[config.mk]
export PLATFORM = sky130hd
export DESIGN_NAME = serial_stuff_tx
export DESIGN_NICKNAME = d
export VERILOG_FILES = /design/src/rtl/serial_tx_pkg.sv /design/src/rtl/run_tracker.sv /design/src/rtl/serial_stuff_tx.sv
export SDC_FILE = /design/constraint.sdc
export NUM_CORES = 1
export LEC_CHECK = 0
export ABC_AREA = 1
export CAP_MARGIN = 30
export CORE_MARGIN = 1.5
export CORE_UTILIZATION = 52
export DETAILED_ROUTE_END_ITERATION = 16
export MAX_ROUTING_LAYER = met4
export PLACE_DENSITY_LB_ADDON = 0.15
export SLEW_MARGIN = 10
export SYNTH_ARGS = -nofsm -noshare
export SYNTH_HDL_FRONTEND = slang
export SYNTH_SLANG_ARGS = --single-unit
[constraint.sdc]
create_clock -name clk -period 1.9 [get_ports clk]
set_input_delay 0.38 -clock clk [delete_from_list [all_inputs] [get_ports clk]]
set_output_delay 0.38 -clock clk [all_outputs]
set_load 0.01 [all_outputs]
[src/rtl/serial_tx_pkg.sv]
// Shared definitions for the serial_stuff_tx transmitter slice.
//
// Contents:
//   tx_state_t       transmitter FSM states. PARITY is always declared so
//                    the encoding is stable whether or not the parity option
//                    (macro SERIAL_STUFF_TX_PARITY_EN) is compiled in.
//   DEFAULT_WIDTH    default data word width
//   DEFAULT_MAX_RUN  default longest permitted run of identical line bits
//   run_width()      width of a counter able to hold 0..max_run
package serial_tx_pkg;

    localparam int DEFAULT_WIDTH   = 8;
    localparam int DEFAULT_MAX_RUN = 5;

    typedef enum logic [1:0] {
        IDLE,
        SEND,
        STUFF,
        PARITY
    } tx_state_t;

    function automatic int run_width(input int max_run);
        return $clog2(max_run + 1);
    endfunction

endpackage

[src/rtl/run_tracker.sv]
// Tracks the length of the current run of identical line bits.
//
// Ports:
//   clk        clock
//   reset      synchronous, active-high reset
//   clear      drop all run history (run = 0, last_bit = 0)
//   bit_valid  bit_in is a line bit being launched this cycle
//   bit_in     value of that line bit
//   last_bit   value of the most recently tracked bit
//   stuff_req  run has reached MAX_RUN; the next line bit must be a stuff bit
//
// The caller feeds this block the bit it is about to register onto the line.
// That way the run count already includes the bit now on the line, and the
// caller can decide the following bit in the same cycle.
module run_tracker
    import serial_tx_pkg::*;
#(
    parameter int MAX_RUN = DEFAULT_MAX_RUN
) (
    input  logic clk,
    input  logic reset,
    input  logic clear,
    input  logic bit_valid,
    input  logic bit_in,
    output logic last_bit,
    output logic stuff_req
);

    localparam int RUN_W = run_width(MAX_RUN);
    localparam logic [RUN_W-1:0] RUN_MAX = RUN_W'(MAX_RUN);
    localparam logic [RUN_W-1:0] RUN_ONE = RUN_W'(1);

    logic [RUN_W-1:0] run;

    // The count saturates at MAX_RUN. That only matters when MAX_RUN is 1:
    // a data bit that matches the preceding stuff bit must still read as a
    // full run, so that it also gets a stuff bit after it.
    always_ff @(posedge clk) begin
        if (reset || clear) begin
            run      <= '0;
            last_bit <= 1'b0;
        end else if (bit_valid) begin
            if (run == '0 || bit_in != last_bit) begin
                run <= RUN_ONE;
            end else if (run != RUN_MAX) begin
                run <= run + RUN_ONE;
            end
            last_bit <= bit_in;
        end
    end

    assign stuff_req = (run == RUN_MAX);

endmodule

[src/rtl/serial_stuff_tx.sv]
// Bit-stuffing serial transmitter.
//
// Accepts a WIDTH-bit word over a valid/ready handshake and shifts it out
// MSB-first, one bit per clock. After MAX_RUN identical line bits it inserts
// a complement stuff bit, so no run on the line is longer than MAX_RUN.
//
// Optional feature: define SERIAL_STUFF_TX_PARITY_EN to append an even-parity
// bit over the data bits. The parity bit takes part in run tracking and can
// trigger one trailing stuff bit.
//
// Ports:
//   clk        clock
//   reset      synchronous, active-high reset
//   in_valid   parallel word offered
//   in_data    word to transmit, MSB first
//   in_ready   block can accept a word this cycle (combinational: state==IDLE)
//   out_valid  out_bit carries a line bit this cycle
//   out_bit    serial line bit
//   out_stuff  current out_bit is an inserted stuff bit
//   busy       frame in progress
//
// The registered state names the kind of bit now on the line. The next bit
// is decided combinationally and registered together with its state.
module serial_stuff_tx
    import serial_tx_pkg::*;
#(
    parameter int WIDTH   = DEFAULT_WIDTH,
    parameter int MAX_RUN = DEFAULT_MAX_RUN
) (
    input  logic             clk,
    input  logic             reset,
    input  logic             in_valid,
    input  logic [WIDTH-1:0] in_data,
    output logic             in_ready,
    output logic             out_valid,
    output logic             out_bit,
    output logic             out_stuff,
    output logic             busy
);

    localparam int CNT_W = $clog2(WIDTH);
    localparam logic [CNT_W-1:0] CNT_ONE = CNT_W'(1);

    tx_state_t        state;
    tx_state_t        next_state;
    logic [WIDTH-1:0] shreg;
    logic [WIDTH-1:0] next_shreg;
    logic [CNT_W-1:0] bits_left;
    logic [CNT_W-1:0] next_bits_left;
    logic             next_valid;
    logic             next_bit;
    logic             next_stuff;
    logic             last_bit;
    logic             stuff_req;
    logic             tracker_clear;

`ifdef SERIAL_STUFF_TX_PARITY_EN
    logic             parity;
    logic             next_parity;
    logic             parity_done;
    logic             next_parity_done;
`endif

    assign in_ready = (state == IDLE);

    // Leaving for IDLE wipes the run history, so every frame starts fresh.
    assign tracker_clear = (next_state == IDLE);

    run_tracker #(
        .MAX_RUN (MAX_RUN)
    ) u_run_tracker (
        .clk       (clk),
        .reset     (reset),
        .clear     (tracker_clear),
        .bit_valid (next_valid),
        .bit_in    (next_bit),
        .last_bit  (last_bit),
        .stuff_req (stuff_req)
    );

    // Next-bit selection. bits_left counts the data bits not yet launched,
    // and shreg holds those bits MSB-aligned. A stuff bit is never followed
    // by another stuff bit; with MAX_RUN=1 the saturated run count would
    // otherwise keep requesting stuff bits forever.
    always_comb begin
        next_state     = state;
        next_shreg     = shreg;
        next_bits_left = bits_left;
        next_valid     = 1'b0;
        next_bit       = 1'b0;
        next_stuff     = 1'b0;
`ifdef SERIAL_STUFF_TX_PARITY_EN
        next_parity      = parity;
        next_parity_done = parity_done;
`endif

        case (state)
            IDLE: begin
                if (in_valid) begin
                    next_state     = SEND;
                    next_valid     = 1'b1;
                    next_bit       = in_data[WIDTH-1];
                    next_shreg     = in_data << 1;
                    next_bits_left = CNT_W'(WIDTH - 1);
`ifdef SERIAL_STUFF_TX_PARITY_EN
                    next_parity      = ^in_data;
                    next_parity_done = 1'b0;
`endif
                end
            end

            SEND, STUFF: begin
                if (state == SEND && stuff_req) begin
                    next_state = STUFF;
                    next_valid = 1'b1;
                    next_bit   = ~last_bit;
                    next_stuff = 1'b1;
                end else if (bits_left != '0) begin
                    next_state     = SEND;
                    next_valid     = 1'b1;
                    next_bit       = shreg[WIDTH-1];
                    next_shreg     = shreg << 1;
                    next_bits_left = bits_left - CNT_ONE;
`ifdef SERIAL_STUFF_TX_PARITY_EN
                end else if (!parity_done) begin
                    next_state       = PARITY;
                    next_valid       = 1'b1;
                    next_bit         = parity;
                    next_parity_done = 1'b1;
`endif
                end else begin
                    next_state = IDLE;
                end
            end

`ifdef SERIAL_STUFF_TX_PARITY_EN
            PARITY: begin
                if (stuff_req) begin
                    next_state = STUFF;
                    next_valid = 1'b1;
                    next_bit   = ~last_bit;
                    next_stuff = 1'b1;
                end else begin
                    next_state = IDLE;
                end
            end
`endif

            default: begin
                next_state = IDLE;
            end
        endcase
    end

    always_ff @(posedge clk) begin
        if (reset) begin
            state     <= IDLE;
            shreg     <= '0;
            bits_left <= '0;
            out_valid <= 1'b0;
            out_bit   <= 1'b0;
            out_stuff <= 1'b0;
            busy      <= 1'b0;
`ifdef SERIAL_STUFF_TX_PARITY_EN
            parity      <= 1'b0;
            parity_done <= 1'b0;
`endif
        end else begin
            state     <= next_state;
            shreg     <= next_shreg;
            bits_left <= next_bits_left;
            out_valid <= next_valid;
            out_bit   <= next_bit;
            out_stuff <= next_stuff;
            busy      <= (next_state != IDLE);
`ifdef SERIAL_STUFF_TX_PARITY_EN
            parity      <= next_parity;
            parity_done <= next_parity_done;
`endif
        end
    end

endmodule

Word level (Yosys, flattened, before mapping):

Cells that the tools add are included.

* bits of input ports: 11
* output and inout bits: 5
* bits in registers: 21
* word-level logic and storage cells: 58

* bitwise operators: 2
* reduce and logical (&&, ||, !) cells: 14
* $add $sub $neg: 2
* equal/unequal tests: 8
* multiplexer cells: 23

Operators with widths (count)
* $mux W8: 3
* $pmux W8 S2: 1
* $mux W3: 5
* $mux W1: 8
* $ne A2 B2 Y1 const B: 3
* $pmux W3 S2: 1
* $reduce_bool A2 Y1: 3
* $logic_not A2 Y1: 2
* $mux W2: 2
* $pmux W1 S2: 2
* $pmux W2 S2: 1
* $reduce_and A4 Y1: 1
* $reduce_or A2 Y1: 2
* $add A3 B1 Y3 const B: 1
* $eq A3 B3 Y1 const B: 1
* $logic_not A3 Y1: 1
* $ne A3 B3 Y1 const B: 1
* $reduce_bool A3 Y1: 1
* $sub A3 B1 Y3 const B: 1
* $eq A2 B1 Y1 const B: 1
* $eq A2 B2 Y1 const B: 1
* $logic_or A1 B1 Y1: 2
* $not A1 Y1: 2
* $reduce_and A2 Y1: 1
* 2 further kinds: 2

Logic depth before layout (Yosys ltp):

* depth after elaboration: 8
* gate-level depth with buffers: 14
* depth with buffers taken out: 14

By module:

From an unflattened synthesis, not the netlist that was laid out.

* cell total of the unflattened synthesis: 167
* area total of the unflattened synthesis: 1134.8 um^2

By module, submodules not included
* serial_stuff_tx: cells an instance 128, times used 1, area each 859.6 um^2
* run_tracker: cells an instance 39, times used 1, area each 275.3 um^2

Least setup slack after synthesis:

No wires, ideal clock.

* kind: reg-to-reg
* start point: register state[1]
* end point: register bits_left[1]
* setup slack: 0.247 ns
* setup time: 0.086 ns
* arrival: 1.566 ns
* stages on the path, launching flop included: 9
* cells stage by stage: dfxtp_1 inv_1 ha_1 buf_4 inv_2 nand2_1 a21oi_4 inv_2 a221oi_2

* cells in the longest elaborated chain, start to end: 4

Ends and longest elaborated chain
* start, declared: line serial_stuff_tx.sv:44 `tx_state_t state;`
* start signal, assigned: line serial_stuff_tx.sv:169 `state <= next_state;`
* $eq A2 B1 Y1 / $eq A2 B2 Y1 (equally long branches): line serial_stuff_tx.sv:97, serial_stuff_tx.sv:113
* $reduce_or A2 Y1 / $logic_and A1 B1 Y1 (equally long branches): line serial_stuff_tx.sv:97, serial_stuff_tx.sv:113
* $ne A2 B2 Y1 (no line) / $reduce_bool A2 Y1 (equally long branches)
* $reduce_and A4 Y1 (no line)
* end signal, assigned: line serial_stuff_tx.sv:171 `bits_left <= next_bits_left;`
* end, declared: line serial_stuff_tx.sv:48 `logic [CNT_W-1:0] bits_left;`

Parallel ways exist; a longest one is shown, timed or not.
A chain may end at the register's enable or synchronous reset.

Final worst setup path:

* start point: register state[0]
* end point: register bits_left[1]

The elaborated chain is that of the path after synthesis.

==> reports/summary.txt <==
========================================================================================
Via count                                                                            920
Launch point of the worst path                                                  state[0]
Via count normalized by instance count                                              4.95
Hold Buf Count CTS                                                                     0
Post-CTS Setup Repair Bufs                                                             0
Clock-pin slew of the registers on the worst-case setup and hold paths           0.12 ns
Reg area                                                                        400 um^2
Number of search-and-repair iterations in the first detailed-routing pass              4
Initial antenna violation count                                                        0
Post-synthesis sequential element count                                               20
Num ports                                                                             16
Final Slew Violations                                                                  0
Share of flip-flops with an asynchronous set or reset after synthesis                 0%
Setup repair after global routing missed its margin                                false
Classification of the worst setup path                                           reg2reg
Area growth from synthesis to final layout                                         23.3%
Result of the run                                                              completed
Routability congestion estimate                                                    0.781
YS warnings                                                                            0
Data arrival at the endpoint of the critical path                                1.93 ns
Most frequently used flop master after synthesis                            sky130_fd_sc_hd__dfxtp_1
Worst-Skew Late Latency                                                          0.30 ns
Port Buf Inserts                                                                      15
Largest driver fanout on the critical path                                            10
Number of DRC markers in iteration 0                                                  10
Cell area after synthesis                                                   0.00110 mm^2
Main combinational cell family by area after synthesis                      simple AND/OR/NAND/NOR gates
Root buffer cell                                                            sky130_fd_sc_hd__clkbuf_4
Post-layout util                                                                   68.4%
Adder-cell share of the synthesized area                                           9.10%
Endpoint class of the critical path                                                 flop
TritonCTS clock tree                                                               built
Worst clock skew                                                              0.00691 ns
Final routed wirelength across all metal layers                                  2.10 mm
Die X-Extent                                                                     49.0 um
EDFF count, synth                                                                      0
Core Region                                                                 0.00198 mm^2
Max Cap Violations                                                                     0
Synth area leaders                                                          sky130_fd_sc_hd__dfxtp_1 (36%), sky130_fd_sc_hd__nand2_1 (9.9%), sky130_fd_sc_hd__ha_1 (9.1%), sky130_fd_sc_hd__inv_1 (5.8%), sky130_fd_sc_hd__nor2_1 (4.4%)
Max Clk Rate                                                                   0.583 GHz
Number of CTS-inserted buffers                                                         3
Global-route wire length before repair                                           3.75 mm
Number of buffers on the longest clock path                                            2
DRC violations left                                                                    0
Worst flop-to-flop path endpoint                                            bits_left[1]
Relative slew slack                                                                84.5%
Total global routing overflow                                                          0
HPWL after DPL                                                                   1.66 mm
Leakage                                                                         0.595 nW
Mean post-synth cell area                                                      7.91 um^2
Reg-to-reg slack, setup                                                          0.19 ns
Initial Utilization                                                                55.5%
Required @ worst endpoint                                                        2.12 ns
Share of layout cells above drive strength 1                                       17.6%
Via count of the first global-routing pass                                           881
CP Capture Point                                                            bits_left[1]
Top cell type's share of synthesized area                                          36.4%
Largest net degree at the start of global routing                                     14
Simple-gate share of the synthesized area                                          28.0%
Die outline height                                                               49.0 um
Post-layout net count                                                                179
Compound-Gate Fraction of Synth Area                                               16.0%
Accumulated negative setup slack                                                    0 ns
Fraction of the yosys area taken by sequential cells                               36.4%
GR Util All Layers                                                                 20.4%
Number of clock sinks                                                                 20
Number of antenna diodes                                                               0
Library cells used by synthesis                                                       29
P per Cell Area                                                              926 mW/mm^2
CP Launch Type                                                                      flop
Worst-case vdd ir drop                                                            612 uV
Minimum clock period                                                             1.71 ns
Worst hold path class                                                            reg2reg
Final period util                                                                  90.2%
Maximum level of the CTS H-tree                                                        1
Site Rows                                                                             16
Depth of the worst register-to-register path                                           6
Slew at the pin with the worst max-slew slack                                   0.231 ns
Area of combinational cells with multiple inputs                                604 um^2
Reg-to-Reg Start                                                                state[0]
Final ANT Viol Nets                                                                    0
Synthesized netlist cell count                                                       139
Count of fill cells added during filler insertion                                    153
Xor-xnor portion of the synthesized cell area                                      1.59%
Final setup viols                                                                      0
Count of endpoints failing hold in the final timing report                             0
Post-synthesis net count                                                             158
Overall power consumption                                                        1.26 mW
Yosys top cell by area                                                      sky130_fd_sc_hd__dfxtp_1
Mux contribution to synthesized area                                                  0%
Area enclosed by the die boundary                                           0.00240 mm^2
Per-cell routed wire length                                                      11.3 um
========================================================================================
[cells in the mapped netlist, drive strengths merged, types with 2 or more instances]
| library cell | count |
|---|---|
| a211oi | 6 |
| a21oi | 6 |
| a31oi | 2 |
| clkbuf | 2 |
| dfxtp | 20 |
| ha | 8 |
| inv | 21 |
| nand2 | 34 |
| nand3 | 9 |
| nand4 | 3 |
| nor2 | 15 |
| o21ai | 6 |
| o21bai | 2 |
[cell families after synthesis]
group / count (synthesis)
AO/OA/AOI/OAI: 23
XOR/XNOR: 2
adder cells (fa/ha/maj): 8
buffers and inverters: 25
flip-flops: 20
AND/OR/NAND/NOR: 61
[worst max-delay path, cell delays in order (launching register included)]
cell and delay [ns]:
sky130_fd_sc_hd__dfxtp_1 0.41, sky130_fd_sc_hd__inv_1 0.07, sky130_fd_sc_hd__ha_2 0.44, sky130_fd_sc_hd__nand3_2 0.15, sky130_fd_sc_hd__a21oi_4 0.19, sky130_fd_sc_hd__inv_2 0.12, sky130_fd_sc_hd__a221oi_2 0.25
[layout make-up]
cell class,count,area share [%]
clock buffers,3,1.66
clock inverters,1,2.21
inverters,22,6.09
multi-input cells,94,44.6
flip-flops and latches,20,29.5
well taps,27,2.49
repair buffers,19,13.5
[what timing repair did]
item                                    4_1_cts  5_1_grt
gates resized for setup                       1        1
gates cloned                                  0        0
endpoints found under the setup margin        1        1
pin swaps                                     0        0
hold endpoints to repair                      0        0
[sequential cells by signal, indices dropped and copies added (netlist names)]
name / count
out_stuff: 1
bits_left: 3
out_bit: 1
out_valid: 1
busy: 1
u_run_tracker.last_bit: 1
state: 2
u_run_tracker.run: 3
shreg: 7
[metal layers]
layer / part of all wire [%] / global-route usage, % / vias up
li1: - / - / 487
met1: 45 / 22.7 / 420
met2: 53 / 37.9 / 11
met3: 2.3 / 2.76 / 2
met4: 0.43 / 5.71 / 0
met5: 0 / - / -
[per-stage QoR]
step	instance area (um^2)	worst slack, ns	instances	hold WS (ns)
after floorplan	1100	0.247	139	0.432
after global placement	1300	0.102	182	0.448
after detailed placement	1300	0.0383	182	0.458
after CTS	1350	0.0187	186	0.474
after global routing	1360	0.0221	186	0.498
final	1360	0.186	186	0.474
[worst min path at each step]
stage | slack [ns] | end | startpoint | cells after the start
after global routing | 0.50 | shreg[1] | shreg[1] | 2
after floorplan | 0.43 | shreg[3] | shreg[3] | 2
after CTS | 0.47 | shreg[1] | shreg[1] | 2
after global placement | 0.45 | shreg[3] | shreg[3] | 2
final | 0.47 | shreg[1] | shreg[1] | 2
after detailed placement | 0.46 | shreg[1] | shreg[1] | 2
[cell usage in the layout (no fill, tap or decap), types with 2 or more instances in the layout]
cell and count:
sky130_fd_sc_hd__a21oi_1 5, sky130_fd_sc_hd__o21ai_0 5, sky130_fd_sc_hd__nand3_1 5, sky130_fd_sc_hd__inv_1 17, sky130_fd_sc_hd__nand2_1 29, sky130_fd_sc_hd__buf_4 4
sky130_fd_sc_hd__a211oi_1 4, sky130_fd_sc_hd__inv_2 4, sky130_fd_sc_hd__o21bai_1 2, sky130_fd_sc_hd__clkdlybuf4s50_1 14, sky130_fd_sc_hd__nand4_1 3, sky130_fd_sc_hd__nor2_1 13
sky130_fd_sc_hd__dfxtp_1 20, sky130_fd_sc_hd__nand2_2 3, sky130_fd_sc_hd__clkbuf_4 3, sky130_fd_sc_hd__ha_1 7, sky130_fd_sc_hd__nand2_4 2, sky130_fd_sc_hd__nand3_2 3
sky130_fd_sc_hd__a31oi_1 2
[power by group]
part | switching [mW] | internal [mW]
combinational | 0.233 | 0.166
clock | 0.130 | 0.213
sequential | 0.0338 | 0.481
total | 0.396 | 0.859
Note: power is estimated with default switching activity, not from simulation.
